[config.mk]
export PLATFORM = sky130hd
export DESIGN_NAME = param_shift_register
export DESIGN_NICKNAME = d
export VERILOG_FILES = /design/src/rtl/shift_reg_pkg.sv /design/src/rtl/shift_next.sv /design/src/rtl/param_shift_register.sv
export SDC_FILE = /design/constraint.sdc
export NUM_CORES = 1
export LEC_CHECK = 0
export CAP_MARGIN = 20
export CORE_MARGIN = 3
export CORE_UTILIZATION = 50
export DETAILED_ROUTE_END_ITERATION = 6
export PLACE_DENSITY = 0.85
export SYNTH_ARGS = -nofsm -noshare
export SYNTH_HDL_FRONTEND = slang
export SYNTH_HIERARCHICAL = 1
export SYNTH_SLANG_ARGS = --single-unit
[constraint.sdc]
create_clock -name clk -period 3.4 [get_ports clk]
set_input_delay 0.85 -clock clk [delete_from_list [all_inputs] [get_ports clk]]
set_output_delay 0.85 -clock clk [all_outputs]
set_load 0.01 [all_outputs]
[src/rtl/shift_reg_pkg.sv]
// Shared mode and state encodings for the universal shift register.
package shift_reg_pkg;
  localparam logic [2:0] MODE_HOLD  = 3'b000;
  localparam logic [2:0] MODE_LOAD  = 3'b001;
  localparam logic [2:0] MODE_SHL   = 3'b010;
  localparam logic [2:0] MODE_SHR   = 3'b011;
  localparam logic [2:0] MODE_ROTL  = 3'b100;
  localparam logic [2:0] MODE_ROTR  = 3'b101;
  localparam logic [2:0] MODE_ASR   = 3'b110;
  localparam logic [2:0] MODE_CLEAR = 3'b111;

  typedef enum logic [1:0] {
    ST_IDLE = 2'd0,
    ST_RUN  = 2'd1,
    ST_DONE = 2'd2
  } state_e;

  // Shift/rotate modes are the ones that make sense to repeat in a burst.
  function automatic logic is_shift(input logic [2:0] m);
    return (m >= MODE_SHL) && (m <= MODE_ASR);
  endfunction
endpackage

[src/rtl/shift_next.sv]
// Combinational next-value generator shared by single-step and burst paths.
module shift_next
  import shift_reg_pkg::*;
#(
  parameter int WIDTH = 8
) (
  input  logic [WIDTH-1:0] q,
  input  logic [2:0]       mode,
  input  logic [WIDTH-1:0] d,
  input  logic             sin_l,
  input  logic             sin_r,
  output logic [WIDTH-1:0] q_next
);
  always_comb begin
    q_next = q;
    case (mode)
      MODE_HOLD:  q_next = q;
      MODE_LOAD:  q_next = d;
      MODE_SHL:   q_next = {q[WIDTH-2:0], sin_r};
      MODE_SHR:   q_next = {sin_l, q[WIDTH-1:1]};
      MODE_ROTL:  q_next = {q[WIDTH-2:0], q[WIDTH-1]};
      MODE_ROTR:  q_next = {q[0], q[WIDTH-1:1]};
      MODE_ASR:   q_next = {q[WIDTH-1], q[WIDTH-1:1]};
      MODE_CLEAR: q_next = '0;
      default:    q_next = q;
    endcase
  end
endmodule

[src/rtl/param_shift_register.sv]
// WIDTH-bit universal register with single-step ops and a counted burst-shift command.
module param_shift_register
  import shift_reg_pkg::*;
#(
  parameter int               WIDTH     = 8,
  parameter logic [WIDTH-1:0] RESET_VAL = '0,
  localparam int              CNT_W     = $clog2(WIDTH) + 1
) (
  input  logic             clk,
  input  logic             rst,
  input  logic             en,
  input  logic [2:0]       mode,
  input  logic [WIDTH-1:0] d,
  input  logic             sin_l,
  input  logic             sin_r,
  input  logic             start,
  input  logic [CNT_W-1:0] amount,
  output logic [WIDTH-1:0] q,
  output logic [WIDTH-1:0] q_neg,
  output logic             sout_l,
  output logic             sout_r,
  output logic             busy,
  output logic             done
);
  state_e           state_q, state_d;
  logic [WIDTH-1:0] q_q, q_d, q_nxt;
  logic [CNT_W-1:0] cnt_q, cnt_d, amt_clamped;
  logic [2:0]       mode_r_q, mode_r_d, op_mode;

  assign amt_clamped = (amount > CNT_W'(WIDTH)) ? CNT_W'(WIDTH) : amount;
  // The burst runs on the captured mode; otherwise the live mode drives the op.
  assign op_mode     = (state_q == ST_RUN) ? mode_r_q : mode;

  shift_next #(.WIDTH(WIDTH)) u_next (
    .q      (q_q),
    .mode   (op_mode),
    .d      (d),
    .sin_l  (sin_l),
    .sin_r  (sin_r),
    .q_next (q_nxt)
  );

  always_ff @(posedge clk) begin
    if (rst) begin
      state_q  <= ST_IDLE;
      q_q      <= RESET_VAL;
      cnt_q    <= '0;
      mode_r_q <= MODE_HOLD;
    end else begin
      state_q  <= state_d;
      q_q      <= q_d;
      cnt_q    <= cnt_d;
      mode_r_q <= mode_r_d;
    end
  end

  always_comb begin
    state_d  = state_q;
    q_d      = q_q;
    cnt_d    = cnt_q;
    mode_r_d = mode_r_q;
    case (state_q)
      ST_IDLE: begin
        if (start) begin
          mode_r_d = mode;
          cnt_d    = amt_clamped;
          if (is_shift(mode)) begin
            state_d = (amt_clamped != '0) ? ST_RUN : ST_DONE;
          end else begin
            q_d     = q_nxt;
            state_d = ST_DONE;
          end
        end else if (en) begin
          q_d = q_nxt;
        end
      end
      ST_RUN: begin
        q_d   = q_nxt;
        cnt_d = cnt_q - CNT_W'(1);
        if (cnt_q == CNT_W'(1)) state_d = ST_DONE;
      end
      ST_DONE: state_d = ST_IDLE;
      default: state_d = ST_IDLE;
    endcase
  end

  assign q      = q_q;
  assign q_neg  = ~q_q;
  assign sout_l = q_q[WIDTH-1];
  assign sout_r = q_q[0];
  assign busy   = (state_q == ST_RUN);
  assign done   = (state_q == ST_DONE);
endmodule

==> flow_summary_export.csv <==
group,metric,value,unit
die,rows,18,
detailed_routing,first_iter_violations,67,
clock_tree,ctsResizeCount,0,
final_layout,drive_gt1_frac,0.0585,
clock_tree,path_clk_slew,0.11,ns
timing,whs,0.516,ns
worst_setup_path,critical_path_class,"primary input to flip-flop",
timing,finalClockSkew,0.00360,ns
power,power_frac_seq,0.396,
clock_tree,clockBufferDepth,2,
final_layout,final_cell_mix,"40 x clkdlybuf4s50_1, 28 x nand2_1, 17 x dfxtp_1, 16 x a21oi_1, 14 x mux2i_1",
power,ir_drop,0.339,mV
synth,synthMuxAreaShare,0.116,
detailed_routing,drc,0,
timing,hold_viol,0,
power,p_comb_frac,0.422,
timing,period_share,0.797,
final_layout,syn2layout_area_growth,29.0,%
global_routing,antenna_found_initial,0,
clock_tree,worst_skew_pair.late_latency,0.29,ns
synth,netlist_instances,173,
synth,yosysSeqAreaShare,0.255,
final_layout,final_common_cell,"clkdlybuf4s50_1",
placement,gp_congestion,0.828,
synth,yosys.area_share.simple,0.253,
worst_setup_path,cp-startpoint,"mode[0]",
final_layout,fillers,211,
clock_tree,cts_tree,"yes",
worst_setup_path,crit_required,3.56,ns
detailed_routing,wl_per_cell,13.8,microns
timing,worst_pin_slew,0.753,ns
final_layout,antenna_cells,0,
worst_setup_path,path_buf_inv,1,
die,dieWidth,57.7,microns
detailed_routing,wl,3250,microns
die,initial_core_util,0.534,
detailed_routing,drt_pass1_iterations,4,
clock_tree,cts_buffers,3,
worst_setup_path,setup.worst_path.end_class,"flip-flop",
global_routing,track_usage,0.202,
placement,dp.final_hpwl,2450,microns
final_layout,multiInputGateArea,846,sq um
timing,rsz0062_at_grt,"false",
worst_setup_path,slowest_stage,"nand2_1",
placement,place_ws,0.407,ns
timing,clock.fmax,369,MHz
worst_setup_path,arrival,2.87,ns
timing,setup_violations,0,
worst_setup_path,start_kind,"primary input",
synth,synth_top_area_cell,"dfxtp_1",
worst_hold_path,min_from,"q[4]$_SDFFE_PP0P_",
global_routing,grt_pass1_wl,5400,microns
power,p_leak,0.000665,uW
timing,relSlewSlack,0.497,
synth,synth.avg_cell_area,7.72,sq um
synth,synth-compound-area-share,0.225,
power,power,614,uW
synth,syn-num-nets,196,
flow_run,cap_violations,0,
clock_tree,cts_root_buffer,"clkbuf_4",
detailed_routing,drt-vias-per-instance,5.79,
timing,tns,0,ns
worst_setup_path,crit_fanout,23,
die,dieArea,3330,sq um
clock_tree,clock_sinks,17,
timing,period_minus_slack,2.71,ns
power,p_int,397,uW
synth,synthAdderAreaFrac,0.0187,
final_layout,regArea,340,sq um
placement,port_buffers,40,
die,coreArea,2500,sq um
power,switching_share,0.354,
power,pwr-share-clk,0.182,
worst_setup_path,path_cells,"clkdlybuf4s50_1 -> nand2_1 -> nand2_1 -> nor2b_1 -> a21oi_1 -> nor3_1 -> a311o_1 -> nand2_1 -> mux2i_1",
timing,slew_violations,0,
outcome,status,"complete, no violations",
synth,netlist_area,1340,sq um
detailed_routing,ant_nets,0,
synth,yosys_warnings,6,
synth,synth_top_cell_area_share,0.255,
global_routing,grt_start_max_net_pins,24,
die,dieHeight,57.7,microns
synth,synth_xor_area_frac,0.0206,
global_routing,grt_pass1_vias,1267,
detailed_routing,vias,1360,
synth,synth_area_leaders,"dfxtp_1 25%, mux2i_1 10%, nand2_1 7.9%",
worst_setup_path,slowest_delay,0.57,ns
die,io_pins,41,
timing,setup_ws,0.689,ns
synth,synth_top_family_by_area,"simple AND/OR/NAND/NOR gates",
clock_tree,cts_hold_buffers,0,
worst_setup_path,r2r_start,"state_q[1]$_SDFFE_PP0P_",
synth,synth_seq_cells,17,
final_layout,nets,229,
clock_tree,post-cts-setup-buffers,0,
global_routing,grt-ovfl-total,0,
clock_tree,h-tree-depth,1,
synth,synth.distinct_cells,43,
worst_setup_path,cp_common_cell,"nand2_1",
power,power_density,357,nW/um^2
worst_setup_path,critPathTopFamily,"simple AND/OR/NAND/NOR gates",
power,p_switching,217,uW
worst_hold_path,hold_class,"flip-flop to flip-flop",
==> kinds of logic (layout without fill, tap and decap cells) <==
kind of cell	count (synthesis)	count (layout)
buffers and inverters	28	60
DFF	17	17
and+or+nand+nor	68	68
adders and majority gates	2	2
muxes	15	15
AOI/OAI and AO/OA	42	42
xor gates and xnor gates	1	1
==> cells in the mapped netlist (all sizes together) <==
cell type  count
a21o           1
a21oi         16
a221o          1
a22oi          2
a2bb2oi        1
a311o          5
a311oi         1
a31oi          1
a32o           1
a32oi          1
buf           12
clkbuf         3
clkinv         1
dfxtp         17
ha             2
inv           12
mux2           1
mux2i         14
nand2         28
nand2b         3
nand3          2
nand3b         1
nor2          11
nor2b          8
nor3           5
nor3b          3
nor4b          1
o211ai         1
o21ai          7
o21bai         1
o311a          1
o31ai          1
o32a           1
or2            2
or3            2
or3b           1
or4            1
xnor2          1
==> final timing paths <==
path / slack, ns / cells after the start / to
max: 0.69 / 9 / q[3]$_SDFFE_PP0P_
min reg2reg: 0.52 / 2 / q[4]$_SDFFE_PP0P_
min: 0.52 / 2 / q[4]$_SDFFE_PP0P_
max reg2reg: 0.71 / 10 / q[1]$_SDFFE_PP0P_
==> sequential cells by signal, indices dropped and copies added (netlist names) <==
name,flops
mode_r_q,3
state_q,2
cnt_q,4
q,8
==> final cells by class <==
| type | count | area share |
|---|---|---|
| sequential | 17 | 0.198 |
| timing repair buffer | 43 | 0.246 |
| inverter | 13 | 0.0283 |
| clock buffer | 4 | 0.0153 |
| tap | 30 | 0.0218 |
| multi-input combinational | 128 | 0.491 |
==> worst register-to-register path: stages (launching register included) <==
cell and delay (ns):
dfxtp_1 0.53, nand2b_1 0.34, inv_1 0.16, nand2_1 0.10
nand2_1 0.43, buf_4 0.34, a21oi_1 0.12, nor3_1 0.06
a311o_1 0.34, nand2_1 0.06, mux2i_1 0.08
==> through the flow <==
step / util / cell area (sq um) / cells
finish: 0.689 / 1720 / 235
global route: 0.689 / 1720 / 235
CTS: 0.689 / 1720 / 235
detailed placement: 0.678 / 1700 / 231
global placement: 0.678 / 1700 / 231
floorplan: - / 1340 / 173
==> power by group through the flow <==
stage	clock network, uW	registers (uW)	logic [uW]
global placement	0	245	250
floorplan	0	239	187
global route	121	247	284
finish	112	243	259
CTS	114	242	259
detailed placement	0	247	258
==> layer usage <==
| metal | up-vias | GRT usage | part of all wire |
|---|---|---|---|
| met5 | - | 0 | 0 |
| met4 | 0 | 0.0530 | 0.0040 |
| met3 | 2 | 0.0334 | 0.068 |
| met2 | 47 | 0.360 | 0.49 |
| met1 | 643 | 0.250 | 0.43 |
| li1 | 668 | - | - |
Note: power is estimated with default switching activity, not from simulation.
